**src/rtl/div_iter_4bit.sv**
```systemverilog
// Iterative restoring divider: one quotient bit per clock, MSB first.
// A valid/ready pair on each side; a zero divisor short-circuits straight
// to a result of all-ones quotient with the dividend as remainder.
module div_iter_4bit #(
   parameter int size = 4
) (
   input  logic            clk,
   input  logic            rst_n,
   input  logic            in_valid,
   output logic            in_ready,
   input  logic [size-1:0] div_a,
   input  logic [size-1:0] div_b,
   output logic            out_valid,
   input  logic            out_ready,
   output logic [size-1:0] quotient,
   output logic [size-1:0] remainder,
   output logic            div_zero
);

   localparam int               CNT_W = (size > 1) ? $clog2(size) : 1;
   localparam logic [CNT_W-1:0] LAST  = CNT_W'(size - 1);

   typedef enum logic [1:0] {IDLE, CALC, DONE} state_t;

   state_t           state;
   logic [CNT_W-1:0] step_cnt;
   logic [size-1:0]  dvd_sh;    // dividend, shifted left as bits are consumed
   logic [size-1:0]  dvs;       // latched divisor
   logic [size-1:0]  rem_acc;   // partial remainder
   logic [size-1:0]  quo_acc;   // quotient bits collected so far
   logic [size:0]    step_res;
   logic [size-1:0]  next_rem;
   logic             next_qbit;
   logic             accept;

   // One restoring step: returns {new partial remainder, quotient bit}.
   // The trial value is size+1 bits wide so the compare never overflows;
   // since rem < dvs, a successful difference always fits in size bits.
   function automatic logic [size:0] restore_step(
      input logic [size-1:0] rem,
      input logic            dvd_bit,
      input logic [size-1:0] dvs_v
   );
      logic [size:0] trial;
      logic [size:0] diff;
      trial = {rem, dvd_bit};
      diff  = trial - {1'b0, dvs_v};
      if (trial >= {1'b0, dvs_v})
         return {diff[size-1:0], 1'b1};
      else
         return {trial[size-1:0], 1'b0};
   endfunction

   assign in_ready  = (state == IDLE);
   assign out_valid = (state == DONE);
   assign accept    = in_valid && (state == IDLE);

   // Combinational step on the current partial remainder and next dividend bit.
   always_comb begin
      step_res = restore_step(rem_acc, dvd_sh[size-1], dvs);
   end

   assign next_rem  = step_res[size:1];
   assign next_qbit = step_res[0];

   // Datapath working registers: latch operands on accept, shift during CALC.
   always_ff @(posedge clk) begin
      if (accept) begin
         dvd_sh  <= div_a;
         dvs     <= div_b;
         rem_acc <= '0;
         quo_acc <= '0;
      end else if (state == CALC) begin
         dvd_sh  <= {dvd_sh[size-2:0], 1'b0};
         rem_acc <= next_rem;
         quo_acc <= {quo_acc[size-2:0], next_qbit};
      end
   end

   // Control FSM plus the registered result, which only changes on DONE entry.
   always_ff @(posedge clk or negedge rst_n) begin
      if (!rst_n) begin
         state     <= IDLE;
         step_cnt  <= '0;
         quotient  <= '0;
         remainder <= '0;
         div_zero  <= 1'b0;
      end else begin
         case (state)
            IDLE: begin
               if (in_valid) begin
                  if (div_b == '0) begin
                     state     <= DONE;
                     quotient  <= '1;
                     remainder <= div_a;
                     div_zero  <= 1'b1;
                  end else begin
                     state    <= CALC;
                     step_cnt <= '0;
                  end
               end
            end
            CALC: begin
               step_cnt <= step_cnt + 1'b1;
               if (step_cnt == LAST) begin
                  state     <= DONE;
                  step_cnt  <= '0;
                  quotient  <= {quo_acc[size-2:0], next_qbit};
                  remainder <= next_rem;
                  div_zero  <= 1'b0;
               end
            end
            DONE: begin
               if (out_ready)
                  state <= IDLE;
            end
            default: state <= IDLE;
         endcase
      end
   end

endmodule

```
**config.mk**
```make
export PLATFORM = sky130hd
export DESIGN_NAME = div_iter_4bit
export DESIGN_NICKNAME = d
export VERILOG_FILES = /design/src/rtl/div_iter_4bit.sv
export SDC_FILE = /design/constraint.sdc
export NUM_CORES = 1
export LEC_CHECK = 0
export CAP_MARGIN = 20
export CORE_MARGIN = 2
export CORE_UTILIZATION = 50
export CTS_BUF_LIST = sky130_fd_sc_hd__clkbuf_16
export DETAILED_ROUTE_END_ITERATION = 8
export PLACE_DENSITY = 0.75
export SYNTH_ARGS = -nofsm -noshare
export SYNTH_HDL_FRONTEND = slang
export SYNTH_SLANG_ARGS = --single-unit
```
**constraint.sdc**
```tcl
create_clock -name clk -period 2 [get_ports clk]
set_clock_uncertainty 0.05 [all_clocks]
set_input_delay 0.2 -clock clk [delete_from_list [all_inputs] [get_ports clk]]
set_output_delay 0.2 -clock clk [all_outputs]
set_load 0.01 [all_outputs]
```
* Word-level counts from Yosys, hierarchy flattened *
Cells that the tools add are included.

operators by class
  $add $sub $neg = 2
  mux-type cells = 24
  reductions and logical operators = 8
  order comparisons = 1
  eq/ne operators = 8

operators by type and width
  cell                                                 count
  2-to-1 mux 4 bit                                     8
  case mux 4 bit (2 select lines)                      2
  2-to-1 mux 2 bit                                     7
  != test 2 x 1 -> 1 bit, second input constant        3
  case mux 2 bit (3 select lines)                      1
  AND reduction 3 bit                                  2
  greater-or-equal comparator 5 x 4 -> 1 bit           1
  2-to-1 mux 5 bit                                     1
  equality test 2 bit, second input constant           2
  zero test 4 bit                                      1
  != test 2 bit, second input constant                 2
  case mux 2 bit (2 select lines)                      1
  AND reduction 4 bit                                  1
  nonzero test 2 bit                                   2
  subtractor 4 bit                                     1
  2-to-1 mux 1 bit                                     3
  adder 2 x 1 -> 2 bit, second input constant          1
  equality test 2 x 1 -> 1 bit, second input constant  1
  zero test 2 bit                                      1
  case mux 1 bit (2 select lines)                      1
  logical AND 1 bit                                    1

word-level totals
  bits of input ports = 12
  logic and storage cells = 52
  register bits after elaboration = 28
  output and inout bits = 11

* Depth between registers and ports, before layout *
Gate-level depths: netlist (run 1).

  word-level depth = 4
  gate-level depth with buffers = 8
  depth with buffers taken out = 6

* Least setup slack after synthesis (run 1) *
OpenSTA, ideal clock, no wires.

  path kind = register to register
  start point = register dvs[1]
  end point = register remainder[3]
  stages on the path, launching flop included = 7
  setup time = 0.131 ns
  buffers on the path = 0
  required time = 1.819 ns
  arrival = 1.523 ns
  period minus slack after synthesis = 1.704 ns
  path slack = 0.296 ns
  path through = edfxtp_1 -> inv_1 -> ha_1 -> and3b_1 -> or3_1 -> a31oi_1 -> a31oi_1

on the way
  longest elaborated chain between the ends = 4
  elaborated cells on any way between the ends = 5
  those cells by class = add/sub (1); order compare (1); mux (3)

ends and longest elaborated chain
  item                                                                                   RTL line  text
  start, declared                                                                        28        logic [size-1:0] dvs;
  start signal, assigned                                                                 70        dvs <= div_b;
  subtractor 4 bit / greater-or-equal comparator 5 x 4 -> 1 bit (equally long branches)  47, 48
  2-to-1 mux 5 bit *                                                                     48        if (trial >= {1'b0, dvs_v})
  2-to-1 mux 4 bit *                                                                     105       if (step_cnt == LAST) begin
  case mux 4 bit (2 select lines) *                                                      89        case (state)
  end signal, assigned                                                                   95        remainder <= div_a;
  end signal, assigned                                                                   109       remainder <= next_rem;
  end, declared                                                                          16        output logic [size-1:0] remainder,

Mark *: on every way between the ends. The rest lies on a longest branch, timed or not. The select of a mux whose other input is x is not followed.
A chain may end at the register's enable or synchronous reset.

* Worst setup path in the final report (run 1) *
Ends and elaborated chain as after synthesis.

==> summary.txt, run 1 <==
Setup path
  • Worst EP arrival: 1.96 ns
  • Setup slack, reg-to-reg: 0.12 ns
  • R2R Path End: remainder[3]
  • Worst Path Max Fanout: 3
  • Reg2Reg Depth: 6
  • Endpoint class of the critical path: register
  • CP required: 2.08 ns
  • RR Startpoint: dvs[1]
  • Critical Setup Path Class: reg -> reg
  • Crit path launch type: register

Route
  • Post-route ant nets: 0
  • Total wire length: 3.09 mm
  • Initial drt markers: 52
  • DR pass1 iterations: 4
  • DR DRC count: 0
  • Routed WL per cell: 15.8 um
  • Via Count: 1125
  • DR vias/cell: 5.74

Placed design
  • Post-DP HPWL: 2.25 mm
  • Number of port buffers: 22
  • Pre-CTS setup slack: 0.108 ns
  • Dpl cells: 192
  • GP Congestion: 0.804

Synthesis
  • Seq/Total Area, Yosys: 49.3%
  • Synth unique cells: 39
  • Synth Warn #: 0
  • Post-Syn Nets: 159
  • Cells after Synth: 141
  • Syn avg cell area: 10.2 sq um
  • Cell area after synthesis: 1430 sq um
  • #FFs+latches synth: 28

Floorplan
  • Placeable Area: 2730 sq um
  • Initial Util: 52.4%
  • Width of the die: 57.5 um
  • Die Height: 57.5 um
  • Rows: 19
  • Ports: 23
  • Die area: 3310 sq um

CTS
  • Clk_lat worst skew: 0.26 ns
  • CTS resizes: 0
  • Post-CTS Setup Bufs: 0
  • Post-cts hold buffer count: 0
  • Num CTS Buffers: 3
  • CTS Root Cell: clkbuf_16
  • H-tree depth: 1
  • Clk sinks: 28
  • CTS tree: done
  • Clock Tree Buf Depth: 2
  • Register clock-pin slew on the reported worst setup and hold paths: 0.07 ns

STA
  • Fmax: 0.531 GHz
  • Tightest Pin Transition: 0.601 ns
  • Slew headroom: 59.8%
  • Post-route setup TNS: 0 ns
  • # setup viols final: 0
  • RSZ-0062 raised after global routing: false
  • Final Max Slew Viols: 0
  • Final Hold Vio Count: 0
  • Final period util: 94.1%
  • Minimum clock period: 1.88 ns
  • Final worst slack: 0.118 ns

Power
  • LEAKAGE: 0.764 nW
  • Maximum VDD drop: 1.03 mV
  • PwrDens: 1770 nW/um^2

Cells and area
  • N_diodes: 0
  • P&R area growth vs syn: 23.4%
  • Nets: 184
  • Area of the multi-input gates: 653 sq um
  • FF+latch area: 706 sq um
  • Layout cells sized above 1: 7.27%
  • Non-Filler Instances: 196
  • Fill cells: 214

Min path
  • Hold crit path type: in -> async

Flow run
  • Maxcap violations: 0

GRT
  • First-pass GRT wire length: 5.28 mm
  • Largest net degree at the start of global routing: 17
  • Total gr overflow: 0
  • Vias in the first global route: 1181
  • Gr usage total: 20.6%
  • Initial antenna violation count: 0

Status
  • Status: finished clean
-- layout make-up --
class / count / area share [%]
Timing Repair Buffer: 24 / 13.3
Multi-Input combinational cell: 101 / 36.9
Tap cell: 31 / 2.19
Inverter: 8 / 1.98
Clock buffer: 4 / 5.66
Sequential cell: 28 / 39.9
-- placed cells by master, fill, tap and decap left out, types with 5 or more instances in the layout --
cell,Yosys,layout
dfxtp_1,7,7
a21oi_1,11,11
dfrtp_1,13,13
nand2_1,20,20
nor2_1,9,9
inv_1,7,7
edfxtp_1,8,8
o31ai_1,7,7
ha_1,5,5
clkdlybuf4s50_1,0,22
-- power breakdown --
group | leakage, nW | switching (W) | total [W] | internal, W
clock | 0.0493 | 0.000196 | 0.000544 | 0.000348
combinational | 0.425 | 0.000824 | 0.00152 | 0.000699
sequential | 0.289 | 0.000181 | 0.00106 | 0.000878
total | 0.764 | 0.00120 | 0.00313 | 0.00193
-- cell usage after synthesis --
cell type	n	area share (%)
inv_6	1	0.61
a21oi_1	11	3.8
and3_1	2	0.87
fa_1	1	1.4
nand2_4	1	0.79
ha_1	5	4.4
o21a_1	1	0.52
nand2b_1	1	0.44
nor2_4	1	0.79
o21bai_1	1	0.52
buf_6	3	2.4
and2_1	4	1.7
xnor2_1	1	0.61
o21ai_1	2	0.70
dfxtp_1	7	9.8
nor2_1	9	2.4
or2_1	2	0.87
o32ai_1	1	0.61
or3_1	1	0.44
inv_1	7	1.8
nand3_1	3	1.0
dfrtp_1	13	23
a21o_1	2	1.0
nor4_2	2	1.7
nor2b_1	3	1.3
o31ai_1	7	3.7
nand2_1	20	5.2
o41a_1	1	0.79
a31oi_1	4	1.7
a22o_1	2	1.2
mux2i_1	4	2.8
nand4_1	1	0.44
mux2_2	1	0.79
nor3_1	2	0.70
and3b_1	1	0.61
nand3b_1	1	0.52
o21ai_0	3	1.0
buf_2	1	0.35
edfxtp_1	8	17
-- cell families after synthesis --
kind of cell / after synthesis / synth area share [%]
adders and majority gates: 6 / 5.76
xor gates and xnor gates: 1 / 0.611
DFF: 28 / 49.3
AOI/OAI and AO/OA: 35 / 15.7
buffers and inverters: 12 / 5.15
and+or+nand+nor: 54 / 19.9
muxes: 5 / 3.58
-- per-stage QoR --
step                      instance area (sq um)  hold slack (ns)  total power (W)  util (%)
after floorplan                            1430           -0.146          0.00210         -
after global placement                     1670            0.397          0.00252      61.0
after detailed placement                   1670            0.410          0.00257      61.0
after CTS                                  1770            0.290          0.00313      64.7
after global routing                       1770            0.329          0.00336      64.7
final                                      1770            0.265          0.00313      64.7
-- worst max-delay path, cell delays in order (launching register included) --
cell	delay, ns
edfxtp_1	0.38
inv_1	0.06
ha_1	0.33
and3b_1	0.23
or3_1	0.35
a31oi_1	0.24
a31oi_1	0.13
-- metal layers --
metal  GRT usage (%)  vias to the layer above  share of wire [%]
li1                -                      556                  -
met1            25.1                      533                 43
met2            37.5                       31                 52
met3            3.17                        5                4.0
met4            5.65                        0                1.0
met5               0                        -                  0
-- state kept, by name, indices dropped and copies added, names as in the netlist --
register   flops
state          2
remainder      4
rem_acc        4
quo_acc        3
dvd_sh         4
step_cnt       2
div_zero       1
dvs            4
quotient       4
-- how the worst max path moves through the flow --
stage / startpoint / end / cells after the start
3_5_place_dp: div_b[1] / remainder[3] / 5
3_3_place_gp: div_b[1] / remainder[3] / 5
5_1_grt: dvs[1] / remainder[3] / 6
6_report: dvs[1] / remainder[3] / 6
2_1_floorplan: dvs[1] / remainder[3] / 6
4_1_cts: dvs[1] / remainder[3] / 6
Power figures use the tool's default switching activity.
==> inputs of run 2 (changes only) <==
CORE_MARGIN = 4   (was 2)
==> run 2 against run 1 <==
Effect of this change:
- count of clock-buffer cells in the layout down 1
- setup slack better by 0.0034 ns
- global-route usage down 2.9 points
- critical path depth unchanged
- first-iteration DRC count down 38%
- maximum frequency up 0.18%
- sequential power about the same
- design area up 0.28%
- flip-flop and latch count unchanged
==> summary.txt, run 2 (synthesis results as in run 1) <==
Cells and area
  • Nets: 184
  • FF+latch area: 706 sq um
  • Core Util, Final: 64.3%
  • Layout cells sized above 1: 7.27%
  • Fill cells: 229
  • Most frequent cells in the layout: clkdlybuf4s50_1 (22), nand2_1 (20), dfrtp_1 (13), a21oi_1 (11), nor2_1 (9)
  • Area of the multi-input gates: 653 sq um
  • Commonest non-fill, non-tap cell in the layout: clkdlybuf4s50_1
  • P&R area growth vs syn: 23.8%
  • N_diodes: 0

Setup path
  • Crit path max-delay family: simple AND/OR/NAND/NOR gates
  • Cells along the critical path: inv_1 > ha_1 > and3b_1 > or3_1 > a31oi_1 > a31oi_1
  • CP max stage cell: edfxtp_1
  • Critical path depth in cells: 6
  • Worst EP arrival: 1.96 ns
  • Reg2Reg Depth: 6
  • CP most frequent cell: a31oi_1
  • Crit path launch type: register
  • Endpoint class of the critical path: register
  • Critical Setup Path Class: reg -> reg
  • Worst Path Max Fanout: 3
  • CP max stage delay: 0.38 ns
  • CP required: 2.08 ns
  • Crit path buf inv count: 1

STA
  • Fmax: 0.532 GHz
  • Tightest Pin Transition: 0.615 ns
  • Final Max Slew Viols: 0
  • RSZ-0062 raised after global routing: false
  • # setup viols final: 0
  • Post-route setup TNS: 0 ns
  • Final Hold Vio Count: 0
  • Minimum clock period: 1.88 ns
  • Slew headroom: 58.9%
  • Final period util: 93.9%

Placed design
  • Number of port buffers: 22
  • Post-DP HPWL: 2.40 mm
  • GP Congestion: 0.834

Power
  • PwrDens: 1790 nW/um^2
  • LEAKAGE: 0.765 nW
  • Maximum VDD drop: 1.15 mV

CTS
  • Clk_lat worst skew: 0.26 ns
  • Post-cts hold buffer count: 0
  • CTS resizes: 0
  • H-tree depth: 1
  • CTS Root Cell: clkbuf_16
  • CTS tree: done
  • Num CTS Buffers: 3
  • Register clock-pin slew on the reported worst setup and hold paths: 0.07 ns
  • Clk sinks: 28
  • Clock Tree Buf Depth: 2
  • Post-CTS Setup Bufs: 0

Floorplan
  • Die area: 3790 sq um
  • Width of the die: 61.5 um
  • Ports: 23
  • Rows: 19
  • Initial Util: 52.0%
  • Die Height: 61.5 um
  • Placeable Area: 2760 sq um

Flow run
  • Maxcap violations: 0

GRT
  • First-pass GRT wire length: 4.93 mm
  • Gr usage total: 17.8%
  • Initial antenna violation count: 0
  • Largest net degree at the start of global routing: 17
  • Vias in the first global route: 1021
  • Total gr overflow: 0

Route
  • Routed WL per cell: 16.0 um
  • Post-route ant nets: 0
  • Initial drt markers: 32
  • Via Count: 1108
  • Total wire length: 3.14 mm
  • DR pass1 iterations: 4
  • DR vias/cell: 5.65
  • DR DRC count: 0

Status
  • Status: finished clean

Min path
  • Hold crit path type: in -> async
==> run 2: cell type report <==
| class | count | area share [%] |
|---|---|---|
| clock buffer | 3 | 4.23 |
| clock inverter | 1 | 1.69 |
| inverter | 8 | 1.98 |
| multi-input combinational | 101 | 36.8 |
| sequential | 28 | 39.8 |
| tap | 31 | 2.19 |
| timing repair buffer | 24 | 13.3 |
==> run 2: metrics by stage <==
step                hold slack [ns]  total power, W  area, sq um  setup WS [ns]  cells
floorplan                    -0.146         0.00210         1430          0.296    141
global placement              0.398         0.00251         1670          0.137    192
detailed placement            0.413         0.00257         1670          0.104    192
CTS                           0.292         0.00318         1770          0.151    196
global route                  0.309         0.00339         1770         0.0302    196
finish                        0.274         0.00317         1770          0.121    196
==> run 2: final timing paths <==
check | start | to | slack [ns]
min | rst_n | quotient[3] | 0.27
min reg2reg | quo_acc[2] | quo_acc[2] | 0.43
max reg2reg | dvs[1] | rem_acc[3] | 0.12
max | dvs[1] | rem_acc[3] | 0.12
min in group clk | quo_acc[2] | quo_acc[2] | 0.43
max in group asynchronous | rst_n | remainder[3] | 1.23
==> run 2: layer usage <==
layer	share of wire, %	global-route usage [%]	vias to the layer above
met4	0.70	5.45	0
li1	-	-	551
met5	0	0	-
met2	52	30.5	10
met3	1.5	1.68	2
met1	46	23.6	545
==> run 2: where the power goes <==
group / switching [W] / total (W) / leakage (nW) / internal (W)
Sequential: 0.000189 / 0.00107 / 0.289 / 0.000878
Clock: 0.000184 / 0.000582 / 0.0511 / 0.000398
Combinational: 0.000823 / 0.00152 / 0.425 / 0.000697
